==> config.mk <==
export PLATFORM = sky130hd
export DESIGN_NAME = magic_serial_adder_flat
export DESIGN_NICKNAME = d
export VERILOG_FILES = /design/src/rtl/magic_serial_adder_if.sv /design/src/rtl/magic_serial_adder.sv /design/src/flat_wrapper.sv
export SDC_FILE = /design/constraint.sdc
export NUM_CORES = 1
export LEC_CHECK = 0
export CAP_MARGIN = 5
export CORE_MARGIN = 8
export CORE_UTILIZATION = 49
export CTS_BUF_LIST = sky130_fd_sc_hd__clkbuf_16
export DETAILED_ROUTE_END_ITERATION = 7
export PLACE_DENSITY_LB_ADDON = 0.05
export RECOVER_POWER = 100
export SLEW_MARGIN = 20
export SYNTH_ARGS = -nofsm -noshare
export SYNTH_HDL_FRONTEND = slang
export SYNTH_SLANG_ARGS = --single-unit
==> constraint.sdc <==
create_clock -name clk -period 2 [get_ports clk]
set_clock_uncertainty 0.05 [all_clocks]
set_input_delay 0.6 -clock clk [delete_from_list [all_inputs] [get_ports clk]]
set_output_delay 0.6 -clock clk [all_outputs]
set_load 0.01 [all_outputs]
==> src/rtl/magic_serial_adder_if.sv <==
// Operand/result handshake bundle for magic_serial_adder.
// The producer side (master) drives operands and out_ready; the adder (slave)
// drives in_ready, the result and the micro-op counter.
// Optional build macro: MAGIC_SUB_EN adds the 1-bit 'sub' request line.
interface magic_serial_adder_if #(
  parameter int WIDTH = 8,
  parameter int OPW   = 16
);
  logic             in_valid;
  logic             in_ready;
  logic [WIDTH-1:0] a;
  logic [WIDTH-1:0] b;
  logic             cin;
`ifdef MAGIC_SUB_EN
  logic             sub;
`endif
  logic             out_valid;
  logic             out_ready;
  logic [WIDTH-1:0] s;
  logic             cout;
  logic [OPW-1:0]   op_count;

`ifdef MAGIC_SUB_EN
  modport master (
    output in_valid, a, b, cin, sub, out_ready,
    input  in_ready, out_valid, s, cout, op_count
  );
  modport slave (
    input  in_valid, a, b, cin, sub, out_ready,
    output in_ready, out_valid, s, cout, op_count
  );
`else
  modport master (
    output in_valid, a, b, cin, out_ready,
    input  in_ready, out_valid, s, cout, op_count
  );
  modport slave (
    input  in_valid, a, b, cin, out_ready,
    output in_ready, out_valid, s, cout, op_count
  );
`endif
endinterface

==> src/rtl/magic_serial_adder.sv <==
// magic_serial_adder: bit-serial ripple adder evaluated one NOR/NOT micro-op
// per clock, mimicking a MAGIC memristor crossbar row. Each bit runs the
// nine-NOR full-adder network n1..n9 (LSB first); n8 is the sum bit and n9
// the carry into the next bit.
// Optional build macro: MAGIC_SUB_EN adds a subtract request. A leading
// micro-op per bit forms bx = sub ? NOR(b,b) : b, and the carry starts at 1,
// giving a - b with cout=1 meaning "no borrow".
module magic_serial_adder #(
  parameter int WIDTH = 8,
  parameter int OPW   = 16
) (
  input  logic                 clk,
  input  logic                 rst,
  magic_serial_adder_if.slave  bus
);

`ifdef MAGIC_SUB_EN
  // Ten steps per bit: bx, then n1..n9. Scratch slot 0 holds bx.
  localparam int SCR_LO = 0;
  localparam int STEPS  = 10;
`else
  // Nine steps per bit: n1..n9. No bx slot is needed.
  localparam int SCR_LO = 1;
  localparam int STEPS  = 9;
`endif
  localparam logic [3:0] LAST_K = 4'(STEPS - 1);

  typedef enum logic [1:0] {
    IDLE = 2'd0,
    EVAL = 2'd1,
    DONE = 2'd2
  } state_t;

  // One crossbar NOR gate; NOT is NOR with both inputs tied together.
  function automatic logic nor2(input logic x, input logic y);
    return ~(x | y);
  endfunction

  state_t           state_q;
  logic [WIDTH-1:0] a_q;
  logic [WIDTH-1:0] b_q;
  logic [WIDTH-1:0] mask_q;      // one-hot pointer to the bit under evaluation
  logic [WIDTH-1:0] sum_q;       // sum bits gathered during the current run
  logic [WIDTH-1:0] s_q;         // published result, kept until next completion
  logic             carry_q;
  logic             cout_q;
  logic             in_ready_q;
  logic             out_valid_q;
  logic [3:0]       k_q;         // micro-op step within the current bit
  logic [OPW-1:0]   op_count_q;
  logic [8:SCR_LO]  scr_q;       // scratch cells n1..n8 (plus bx when enabled)
`ifdef MAGIC_SUB_EN
  logic             sub_q;
`endif

  logic             a_bit_s;
  logic             b_bit_s;
  logic             bx_s;
  logic             n1_s, n2_s, n3_s, n4_s, n5_s, n6_s, n7_s, n8_s;
  logic [3:0]       op_idx_s;    // 0..8 selects n1..n9
  logic [3:0]       wr_idx_s;    // scratch slot written by this step
  logic             uop_s;       // value produced by this cycle's micro-op
  logic [WIDTH-1:0] sum_d;
  logic [OPW-1:0]   op_count_d;

  // Select the operand bits and scratch cells feeding the current micro-op.
  always_comb begin
    a_bit_s = |(a_q & mask_q);
    b_bit_s = |(b_q & mask_q);
`ifdef MAGIC_SUB_EN
    bx_s     = scr_q[0];
    op_idx_s = k_q - 4'd1;
`else
    bx_s     = b_bit_s;
    op_idx_s = k_q;
`endif
    wr_idx_s = k_q + 4'(SCR_LO);
    n1_s = scr_q[1];
    n2_s = scr_q[2];
    n3_s = scr_q[3];
    n4_s = scr_q[4];
    n5_s = scr_q[5];
    n6_s = scr_q[6];
    n7_s = scr_q[7];
    n8_s = scr_q[8];
  end

  // Evaluate exactly one NOR gate of the full-adder network for step k.
  always_comb begin
    uop_s = 1'b0;
    case (op_idx_s)
      4'd0:    uop_s = nor2(a_bit_s, bx_s);   // n1
      4'd1:    uop_s = nor2(a_bit_s, n1_s);   // n2 = ~a & b
      4'd2:    uop_s = nor2(bx_s, n1_s);      // n3 = a & ~b
      4'd3:    uop_s = nor2(n2_s, n3_s);      // n4 = XNOR(a,b)
      4'd4:    uop_s = nor2(n4_s, carry_q);   // n5
      4'd5:    uop_s = nor2(n4_s, n5_s);      // n6
      4'd6:    uop_s = nor2(carry_q, n5_s);   // n7
      4'd7:    uop_s = nor2(n6_s, n7_s);      // n8 = sum
      4'd8:    uop_s = nor2(n1_s, n5_s);      // n9 = carry out
      default: uop_s = 1'b0;
    endcase
`ifdef MAGIC_SUB_EN
    if (k_q == 4'd0) begin
      uop_s = sub_q ? nor2(b_bit_s, b_bit_s) : b_bit_s;   // bx
    end else begin
      uop_s = uop_s;
    end
`endif
  end

  // Next values for the gathered sum and the saturating micro-op counter.
  always_comb begin
    sum_d = sum_q | (mask_q & {WIDTH{n8_s}});
    if (&op_count_q) begin
      op_count_d = op_count_q;
    end else begin
      op_count_d = op_count_q + OPW'(1);
    end
  end

  // Control FSM, datapath registers and registered handshake outputs.
  always_ff @(posedge clk) begin
    if (rst) begin
      state_q     <= IDLE;
      a_q         <= {WIDTH{1'b0}};
      b_q         <= {WIDTH{1'b0}};
      mask_q      <= {WIDTH{1'b0}};
      sum_q       <= {WIDTH{1'b0}};
      s_q         <= {WIDTH{1'b0}};
      carry_q     <= 1'b0;
      cout_q      <= 1'b0;
      in_ready_q  <= 1'b1;
      out_valid_q <= 1'b0;
      k_q         <= 4'd0;
      op_count_q  <= {OPW{1'b0}};
      scr_q       <= '0;
`ifdef MAGIC_SUB_EN
      sub_q       <= 1'b0;
`endif
    end else begin
      case (state_q)
        IDLE: begin
          if (bus.in_valid && in_ready_q) begin
            a_q        <= bus.a;
            b_q        <= bus.b;
`ifdef MAGIC_SUB_EN
            sub_q      <= bus.sub;
            carry_q    <= bus.sub ? 1'b1 : bus.cin;
`else
            carry_q    <= bus.cin;
`endif
            mask_q     <= WIDTH'(1'b1);
            sum_q      <= {WIDTH{1'b0}};
            k_q        <= 4'd0;
            op_count_q <= {OPW{1'b0}};
            in_ready_q <= 1'b0;
            state_q    <= EVAL;
          end
        end
        EVAL: begin
          op_count_q <= op_count_d;
          if (k_q == LAST_K) begin
            // n9 is consumed directly as the next carry; n8 is already in scratch.
            k_q     <= 4'd0;
            carry_q <= uop_s;
            sum_q   <= sum_d;
            mask_q  <= mask_q << 1;
            if (mask_q[WIDTH-1]) begin
              s_q         <= sum_d;
              cout_q      <= uop_s;
              out_valid_q <= 1'b1;
              state_q     <= DONE;
            end
          end else begin
            scr_q[wr_idx_s] <= uop_s;
            k_q             <= k_q + 4'd1;
          end
        end
        DONE: begin
          if (bus.out_ready) begin
            out_valid_q <= 1'b0;
            in_ready_q  <= 1'b1;
            state_q     <= IDLE;
          end
        end
        default: begin
          out_valid_q <= 1'b0;
          in_ready_q  <= 1'b1;
          state_q     <= IDLE;
        end
      endcase
    end
  end

  assign bus.in_ready  = in_ready_q;
  assign bus.out_valid = out_valid_q;
  assign bus.s         = s_q;
  assign bus.cout      = cout_q;
  assign bus.op_count  = op_count_q;

endmodule

==> src/flat_wrapper.sv <==
// flat-port wrapper written by rule: the top's interface ports become plain ports
module magic_serial_adder_flat 
#(
  parameter int WIDTH = 8,
  parameter int OPW   = 16
)
  (clk, rst, bus_in_valid, bus_a, bus_b, bus_cin, bus_out_ready, bus_in_ready, bus_out_valid, bus_s, bus_cout, bus_op_count);
  magic_serial_adder_if #(.WIDTH(WIDTH), .OPW(OPW)) bus_i ();
  input  logic clk;
  input  logic rst;
  input wire logic [$bits(bus_i.in_valid)-1:0] bus_in_valid;
  input wire logic [$bits(bus_i.a)-1:0] bus_a;
  input wire logic [$bits(bus_i.b)-1:0] bus_b;
  input wire logic [$bits(bus_i.cin)-1:0] bus_cin;
  input wire logic [$bits(bus_i.out_ready)-1:0] bus_out_ready;
  output wire logic [$bits(bus_i.in_ready)-1:0] bus_in_ready;
  output wire logic [$bits(bus_i.out_valid)-1:0] bus_out_valid;
  output wire logic [$bits(bus_i.s)-1:0] bus_s;
  output wire logic [$bits(bus_i.cout)-1:0] bus_cout;
  output wire logic [$bits(bus_i.op_count)-1:0] bus_op_count;
  assign bus_i.in_valid = bus_in_valid;
  assign bus_i.a = bus_a;
  assign bus_i.b = bus_b;
  assign bus_i.cin = bus_cin;
  assign bus_i.out_ready = bus_out_ready;
  assign bus_in_ready = bus_i.in_ready;
  assign bus_out_valid = bus_i.out_valid;
  assign bus_s = bus_i.s;
  assign bus_cout = bus_i.cout;
  assign bus_op_count = bus_i.op_count;
  magic_serial_adder #(.WIDTH(WIDTH), .OPW(OPW)) u_core (.clk(clk), .rst(rst), .bus(bus_i));
endmodule
; ---- Word level (Yosys, flattened, before mapping)
; Cells that the tools add are included.
[word_totals]
regBits = 74
out_inout_bits = 27
wordCells = 105
[op_classes]
n_addsub = 2
order_cmp = 2
n_eq_ne = 15
mux = 31
bitwise = 25
n_reduce_logical = 17
[op_table]
columns = cell, count
row1 = 16-bit two-way mux, 2
row2 = 8-bit two-way mux, 4
row3 = 16-bit case mux with 2 select lines, 1
row4 = 8-bit case mux with 2 select lines, 2
row5 = 8-bit AND, 3
row6 = "16-bit by 1-bit adder with 16-bit output, second input constant", 1
row7 = "4-bit by 3-bit == test with 1-bit output, second input constant", 4
row8 = 16-bit AND reduction, 1
row9 = 8-bit OR reduction, 2
row10 = 1-bit NOT, 12
row11 = 3-bit AND reduction, 4
row12 = 1-bit OR, 9
row13 = 1-bit case mux with 9 select lines, 1
row14 = 8-bit bitwise mux, 1
row15 = "4-bit by 2-bit == test with 1-bit output, second input constant", 2
row16 = 1-bit two-way mux, 8
row17 = 2-bit two-way mux, 4
row18 = 4-bit two-way mux, 2
row19 = 8-bit OR, 1
row20 = 4-bit case mux with 2 select lines, 1
row21 = 4-bit AND reduction, 2
row22 = "2-bit by 1-bit inequality test with 1-bit output, second input constant", 3
row23 = 1-bit case mux with 3 select lines, 2
row24 = 2-bit case mux with 3 select lines, 1
row25 = other kinds (15), 19

; ---- Depth between registers and ports, before layout
; Gate-level depths: netlist (run 1).
[logic_depth]
ltp_word = 7
ltp_mapped = 9
ltp_nobuf = 7

; ---- Worst setup path after synthesis (run 1)
; Ideal clock, no wire load.
[synth_timing]
path_kind = register to register
start = register u_core.k_q[0]
end = register u_core.carry_q
setup_time_ns = 0.136
arrival_time_ns = 1.715
required_time_ns = 1.814
setup_slack_ns = 0.099
path_stages_with_launch = 9
path_buffers = 1
path_cell_list = dfxtp_1 -> inv_1 -> ha_1 -> and3b_1 -> clkbuf_1 -> nand2b_1 -> a21oi_1 -> a211oi_4 -> o21ai_0
[synth_via]
elab_chain_cells = 4
[synth_lines]
columns = item, line_no
row1 = start: declaration, magic_serial_adder.sv:49  ; logic [3:0] k_q;
row2 = start signal: assignment, magic_serial_adder.sv:177  ; k_q <= k_q + 4'd1;
row3 = "4-bit == test, or another cell as far along", "magic_serial_adder.sv:91, magic_serial_adder.sv:163"
row4 = 1-bit case mux with 9 select lines, magic_serial_adder.sv:91  ; case (op_idx_s)
row5 = 1-bit two-way mux, magic_serial_adder.sv:163  ; if (k_q == LAST_K) begin
row6 = 1-bit case mux with 2 select lines, magic_serial_adder.sv:142  ; case (state_q)
row7 = end signal: assignment, magic_serial_adder.sv:151  ; carry_q <= bus.cin;
row8 = end signal: assignment, magic_serial_adder.sv:166  ; carry_q <= uop_s;
row9 = end: declaration, magic_serial_adder.sv:45  ; logic carry_q;
; Several ways; a longest one is shown, not always the timed one. The select of a mux whose other input is x is not followed.
; A chain may end at the register's enable or synchronous reset.

; ---- Worst setup path in the final report (run 1)
[layout_timing]
start = register u_core.op_count_q[6], in the netlist u_core.bus.op_count[6]
end = output bus_op_count[6]
[layout_lines]
columns = item, line_no
row1 = start: declaration, magic_serial_adder.sv:50  ; logic [OPW-1:0] op_count_q;
row2 = start signal: assignment, magic_serial_adder.sv:136  ; op_count_q <= {OPW{1'b0}};
row3 = start signal: assignment, magic_serial_adder.sv:156  ; op_count_q <= {OPW{1'b0}};
row4 = start signal: assignment, magic_serial_adder.sv:162  ; op_count_q <= op_count_d;
row5 = end: declaration, flat_wrapper.sv:20  ; output wire logic [$bits(bus_i.op_count)-1:0] bus_op_count;
; No word-level cell between the ends.

==> results by group, run 1 <==
Run status
  – Status: completed

Power
  – Maximum VDD drop: 0.000576 V
  – Power Density: 802 nW/um2
  – P_leak: 1.57 nW

Die
  – Die X: 97.9 um
  – Die height: 97.9 um
  – Rows: 30
  – Initial core utilization: 49.5%
  – I/O Pins: 48
  – Core Area: 6640 um2
  – Die area: 9580 um2

Synth
  – Cell area after synthesis: 3290 um2
  – Ranking of synthesized cells by area: dfxtp_1 (45%), nand2_1 (7.0%), a21oi_1 (6.5%)
  – Register bit total from synthesis: 74
  – Mapped Cells: 396
  – Sequential element share of the synthesized area: 45.1%
  – Cell taking the most area after synthesis: dfxtp_1
  – Share of the synthesized area in the top cell type: 45.1%
  – Syn avg cell area: 8.30 um2
  – Syn. warnings: 0
  – Main synth FF type: dfxtp_1
  – Count of flip-flops with a built-in enable after synthesis: 0
  – Share of flip-flops with an asynchronous set or reset: 0%
  – Synth Net Count: 425
  – Distinct cells, synth: 44

STA
  – Hold Vio Cnt, Final: 0
  – Min Hold Slack: 0.404 ns
  – Finish-stage setup viols: 0
  – Fmax: 509 MHz
  – Sum Neg Setup Slack: 0 ns
  – Slew Limit Fails: 0
  – Slew headroom: 73.8%
  – Final Critical Period: 1.96 ns
  – Slew @ Worst Pin: 0.392 ns
  – Final period util: 98.2%

Drt
  – Drt wl/cell: 15.3 um
  – 1st-iter DRT viols: 216
  – Antenna Nets Post-Route: 0
  – Via count: 3068
  – Drc violations: 0
  – Final WL: 8400 um
  – DRT Pass-1 Iters: 5
  – Vias/cell: 5.59

Global route
  – Vias in the first global route: 2992
  – Pin count of the biggest net entering global routing: 19
  – GRT overflow: 0
  – Initial antenna violation count: 0
  – First-pass GRT wire length: 14200 um
  – Total track usage: 18.1%

Worst setup path
  – Crit-path max FO: 5
  – Cell chain of the critical path: clkdlybuf4s50_1
  – Slowest library cell on the worst path: clkdlybuf4s50_1
  – Critical path launch point type: flip-flop
  – CP Class: reg2out
  – CP arrival: 1.31 ns
  – Buf/Inv on CP: 1
  – Flop2flop setup slack: 0.09 ns
  – Largest delay contributor family on the critical path: buffers and inverters
  – FF-to-FF End: u_core.scr_q[2]$_SDFFE_PP0P_
  – Reg2Reg Launch Point: u_core.k_q[1]$_SDFFE_PP0P_
  – Worst r2r path cells: 8
  – Critical path's largest stage delay: 0.57 ns
  – CP endpoint kind: output port
  – Critical Path RT: 1.35 ns

Placed design
  – Placed insts: 533
  – HPWL Detailed: 6030 um
  – Routability cong.: 0.809
  – Number of port buffers: 47
  – Area of placed instances: 4010 um2

Layout
  – Share of layout cells above drive strength 1: 14.9%
  – Most common cell after layout, fill and taps aside: dfxtp_1
  – Area Growth Syn to Fin: 31.8%
  – Ant diodes: 0
  – Final net count: 493
  – Design area: 4330 um2
  – Final Util: 65.2%
  – Final std cells w/o fill: 549
  – Most frequent cells in the layout: dfxtp_1 (64), nand2_1 (61), nor2_1 (45)

Min path
  – Hold Path Depth: 2
  – HP Start: u_core.sum_q[4]$_SDFFE_PP0P_
  – Hold endpoint: u_core.sum_q[4]$_SDFFE_PP0P_
  – Min-delay worst type: reg2reg

Clock tree
  – Clock Sinks: 74
  – CTS max path bufs: 2
  – CTS tree: built
  – H-tree lvl count: 3
  – Number of clock buffers inserted by TritonCTS: 9
  – Worst-Skew Late Latency: 0.33 ns
  – Clock-pin slew on the worst setup and hold paths: 0.06 ns
  – Root Driver: clkbuf_16
  – Setup repair bufs after CTS: 0
  – Post-CTS Hold Buffers: 0

Run
  – Maxcap violations: 0
==> where the power goes <==
part	total (mW)	switching (mW)	internal, mW	leakage, nW
sequential	1.55	0.0357	1.51	0.604
combinational	0.294	0.157	0.137	0.822
clock	1.63	0.660	0.974	0.142
==> cell families after synthesis <==
family	count (synthesis)	synth area share [%]
XOR/XNOR	10	2.89
buffers and inverters	27	3.65
flip-flops	74	45.1
AND/OR/NAND/NOR	175	25.3
multiplexers	1	0.305
AO/OA/AOI/OAI	101	19.8
adder cells (fa/ha/maj)	8	3.05
==> per-layer routing <==
metal  part of all wire [%]  wire length [um]  GRT usage [%]
met1                     47              3980           22.6
met2                     45              3750           28.2
met3                    6.1               512           5.19
met4                    1.9               159           8.39
met5                      0                 0              0
==> registers in the layout, indices dropped and copies added (netlist names) <==
signal,cells
u_core.scr_q,8
u_core.b_q,8
u_core.sum_q,8
u_core.mask_q,8
u_core.carry_q,1
u_core.a_q,8
u_core.bus.op_count,16
u_core.bus.s,8
u_core.state_q,2
u_core.bus.cout,1
u_core.bus.in_ready,1
u_core.k_q,4
u_core.bus.out_valid,1
==> metrics by stage <==
stage / power (mW) / setup slack, ns
floorplan: 1.73 / 0.0994
global placement: 1.87 / -0.169
detailed placement: 1.87 / -0.177
CTS: 3.50 / 0.00552
global route: 3.61 / -0.000383
finish: 3.48 / 0.0358
==> timing repair <==
item,CTS,global route
gates resized for setup,8,11
pin swaps,0,2
endpoints found under the setup margin,24,19
==> cell usage after synthesis, drive strengths merged (2+ instances only) <==
cell	instances
dfxtp	74
nor3	13
buf	9
clkbuf	13
o21ai	17
nand2	61
and4	4
nand3	22
o2111ai	2
nand3b	2
xor2	8
a41oi	3
ha	8
a21oi	43
nor2	46
nand4	5
nand2b	3
nor4bb	3
xnor2	2
o22ai	2
nor3b	2
a31oi	2
or3	2
and3	4
inv	5
a211oi	20
nor2b	4
a22oi	8
==> area by class of cell <==
| class | count | area, um2 |
|---|---|---|
| Inverter | 5 | 18.8 |
| Sequential cell | 74 | 1490 |
| Tap cell | 80 | 100 |
| Timing Repair Buffer | 79 | 696 |
| Clock inverter | 7 | 76.3 |
| Multi-Input combinational cell | 295 | 1720 |
| Clock buffer | 9 | 225 |
| Fill cell | 588 | 2310 |
==> worst max-delay path by stage <==
stage,endpoint,from,depth (start not counted)
CTS,bus_op_count[2],u_core.bus.op_count[2]$_SDFFE_PP0P_,1
global placement,u_core.bus.op_count[15]$_SDFFE_PP0P_,bus_in_valid,6
finish,bus_op_count[6],u_core.bus.op_count[6]$_SDFFE_PP0P_,1
detailed placement,u_core.k_q[2]$_SDFFE_PP0P_,bus_in_valid,5
floorplan,u_core.carry_q$_SDFFE_PP0P_,u_core.k_q[0]$_SDFFE_PP0P_,8
global route,u_core.scr_q[1]$_SDFFE_PP0P_,u_core.mask_q[1]$_SDFFE_PP0P_,7
No activity file was read; power rests on OpenSTA's default activity.
==> run 2, diff against run 1 <==
--- a/config.mk
+++ b/config.mk
@@ -6,12 +6,12 @@
 export NUM_CORES = 1
 export LEC_CHECK = 0
 export CAP_MARGIN = 5
+export CORE_ASPECT_RATIO = 1.2
 export CORE_MARGIN = 8
 export CORE_UTILIZATION = 49
 export CTS_BUF_LIST = sky130_fd_sc_hd__clkbuf_16
 export DETAILED_ROUTE_END_ITERATION = 7
-export PLACE_DENSITY_LB_ADDON = 0.05
-export RECOVER_POWER = 100
+export PLACE_DENSITY = 0.81
 export SLEW_MARGIN = 20
 export SYNTH_ARGS = -nofsm -noshare
 export SYNTH_HDL_FRONTEND = slang
==> results by group, run 2 (synthesis results as in run 1) <==
Clock tree
  – Root Driver: clkbuf_16
  – Clock-pin slew on the worst setup and hold paths: 0.06 ns
  – CTS tree: built
  – Clock Sinks: 74
  – Number of clock buffers inserted by TritonCTS: 9
  – CTS max path bufs: 2
  – Worst-Skew Late Latency: 0.33 ns
  – H-tree lvl count: 3

Drt
  – Final WL: 8660 um
  – Drc violations: 0
  – Vias/cell: 5.68
  – DRT Pass-1 Iters: 4
  – 1st-iter DRT viols: 205
  – Antenna Nets Post-Route: 0
  – Via count: 3156
  – Drt wl/cell: 15.6 um

Global route
  – Pin count of the biggest net entering global routing: 27
  – Vias in the first global route: 3131
  – Total track usage: 18.3%
  – Initial antenna violation count: 0
  – First-pass GRT wire length: 14500 um
  – GRT overflow: 0

Worst setup path
  – Critical path launch point type: flip-flop
  – CP arrival: 2.19 ns
  – Critical path's largest stage delay: 0.38 ns
  – CP Class: reg2reg
  – Crit-path max FO: 5
  – Flop2flop setup slack: 0.004 ns
  – Critical Path RT: 2.19 ns
  – CP endpoint kind: flip-flop
  – Cell chain of the critical path: inv_1 > ha_1 > buf_4 > nand3b_1 > nand3_1 > nor3_1 > nor2_1 > a211oi_2
  – Largest delay contributor family on the critical path: simple AND/OR/NAND/NOR gates
  – CP Launch Point: u_core.k_q[0]$_SDFFE_PP0P_
  – Buf/Inv on CP: 2
  – Reg2Reg Launch Point: u_core.k_q[0]$_SDFFE_PP0P_
  – FF-to-FF End: u_core.scr_q[2]$_SDFFE_PP0P_
  – Worst r2r path cells: 8
  – Slowest library cell on the worst path: dfxtp_1

STA
  – Final Critical Period: 2.00 ns
  – Sum Neg Setup Slack: 0 ns
  – RSZ-0062 raised after global routing: true
  – Slew Limit Fails: 0
  – Min Hold Slack: 0.404 ns
  – Final period util: 99.8%
  – Finish-stage setup viols: 0
  – Fmax: 501 MHz
  – Slew @ Worst Pin: 0.516 ns
  – Hold Vio Cnt, Final: 0
  – Slew headroom: 65.4%

Layout
  – Most common cell after layout, fill and taps aside: dfxtp_1
  – # fillers: 513
  – Final std cells w/o fill: 556
  – Most frequent cells in the layout: dfxtp_1 (63), nand2_1 (61), clkdlybuf4s50_1 (46)
  – Final Util: 68.4%
  – Share of layout cells above drive strength 1: 16.3%
  – Max FFs per register: 16
  – Final net count: 495
  – Area Growth Syn to Fin: 34.1%
  – Ant diodes: 0

Power
  – Seq pwr share: 43.9%
  – Net Sw Frac: 22.5%
  – Power share of the combinational group: 8.7%
  – Power Density: 800 nW/um2
  – Tot Pwr: 3.53 mW
  – Clock power frac: 47.4%
  – Maximum VDD drop: 0.000483 V
  – Power Internal: 2.73 mW
  – P_leak: 1.60 nW
  – Switch Pwr: 0.794 mW

Placed design
  – Routability cong.: 0.909
  – HPWL Detailed: 6050 um
  – Placed insts: 539
  – Number of port buffers: 47

Die
  – Die height: 106 um
  – Die area: 9600 um2
  – Core Area: 6450 um2
  – I/O Pins: 48
  – Die X: 90.8 um
  – Initial core utilization: 51.0%
  – Rows: 32

Min path
  – Hold Path Depth: 2
  – Min-delay worst type: reg2reg
  – Hold endpoint: u_core.b_q[6]$_SDFFE_PP0P_
  – HP Start: u_core.b_q[6]$_SDFFE_PP0P_

Run status
  – Status: completed

Run
  – Maxcap violations: 0
==> run 2: stage by stage <==
stage | cell area (um2) | setup WS (ns)
after global placement | 4030 | -0.229
final | 4410 | 0.00395
after CTS | 4350 | 0.00145
after global routing | 4410 | -0.111
after floorplan | 3290 | 0.0994
after detailed placement | 4030 | -0.281
==> run 2: per-layer routing <==
metal	GRT usage, %	part of all wire (%)	up-vias
met5	0	0	-
met3	4.90	5.6	19
li1	-	-	1555
met4	10.1	2.8	0
met1	20.8	42	1475
met2	30.5	49	107
==> run 2: what timing repair did <==
item,4_1_cts,5_1_grt
hold buffers,0,0
setup endpoints to repair,13,29
setup buffers,0,1
pin swaps,1,6
resized for setup,5,18
==> run 2: power groups by stage <==
stage | registers [mW] | clock network [mW] | logic, mW
4_1_cts | 1.55 | 1.70 | 0.299
2_1_floorplan | 1.57 | 0 | 0.157
5_1_grt | 1.55 | 1.75 | 0.341
3_5_place_dp | 1.58 | 0 | 0.297
6_report | 1.55 | 1.67 | 0.308
3_3_place_gp | 1.58 | 0 | 0.289
==> run 2: worst reg2reg max path, delay by kind of cell (launching register included) <==
family	cells	cell delay, ns
buffers and inverters	2	0.27
and+or+nand+nor	4	0.74
adders and majority gates	1	0.25
DFF	1	0.38
AOI/OAI and AO/OA	1	0.21
==> run 2: final cells by class <==
type	count	area [um2]	share of cell area [%]
Sequential cell	74	1500	33.9
Timing Repair Buffer	81	728	16.5
Inverter	5	18.8	0.426
Multi-Input combinational cell	295	1750	39.7
Clock inverter	7	85.1	1.93
Clock buffer	9	225	5.11
Tap cell	85	106	2.41
==> run 2: how the worst max path moves through the flow <==
stage,slack [ns],depth (start not counted),to
floorplan,0.1,8,u_core.carry_q$_SDFFE_PP0P_
global placement,-0.23,5,u_core.bus.op_count[15]$_SDFFE_PP0P_
detailed placement,-0.28,5,u_core.bus.op_count[15]$_SDFFE_PP0P_
CTS,0.001,1,bus_op_count[2]
global route,-0.11,8,u_core.scr_q[8]$_SDFFE_PP0P_
finish,0.004,8,u_core.scr_q[2]$_SDFFE_PP0P_
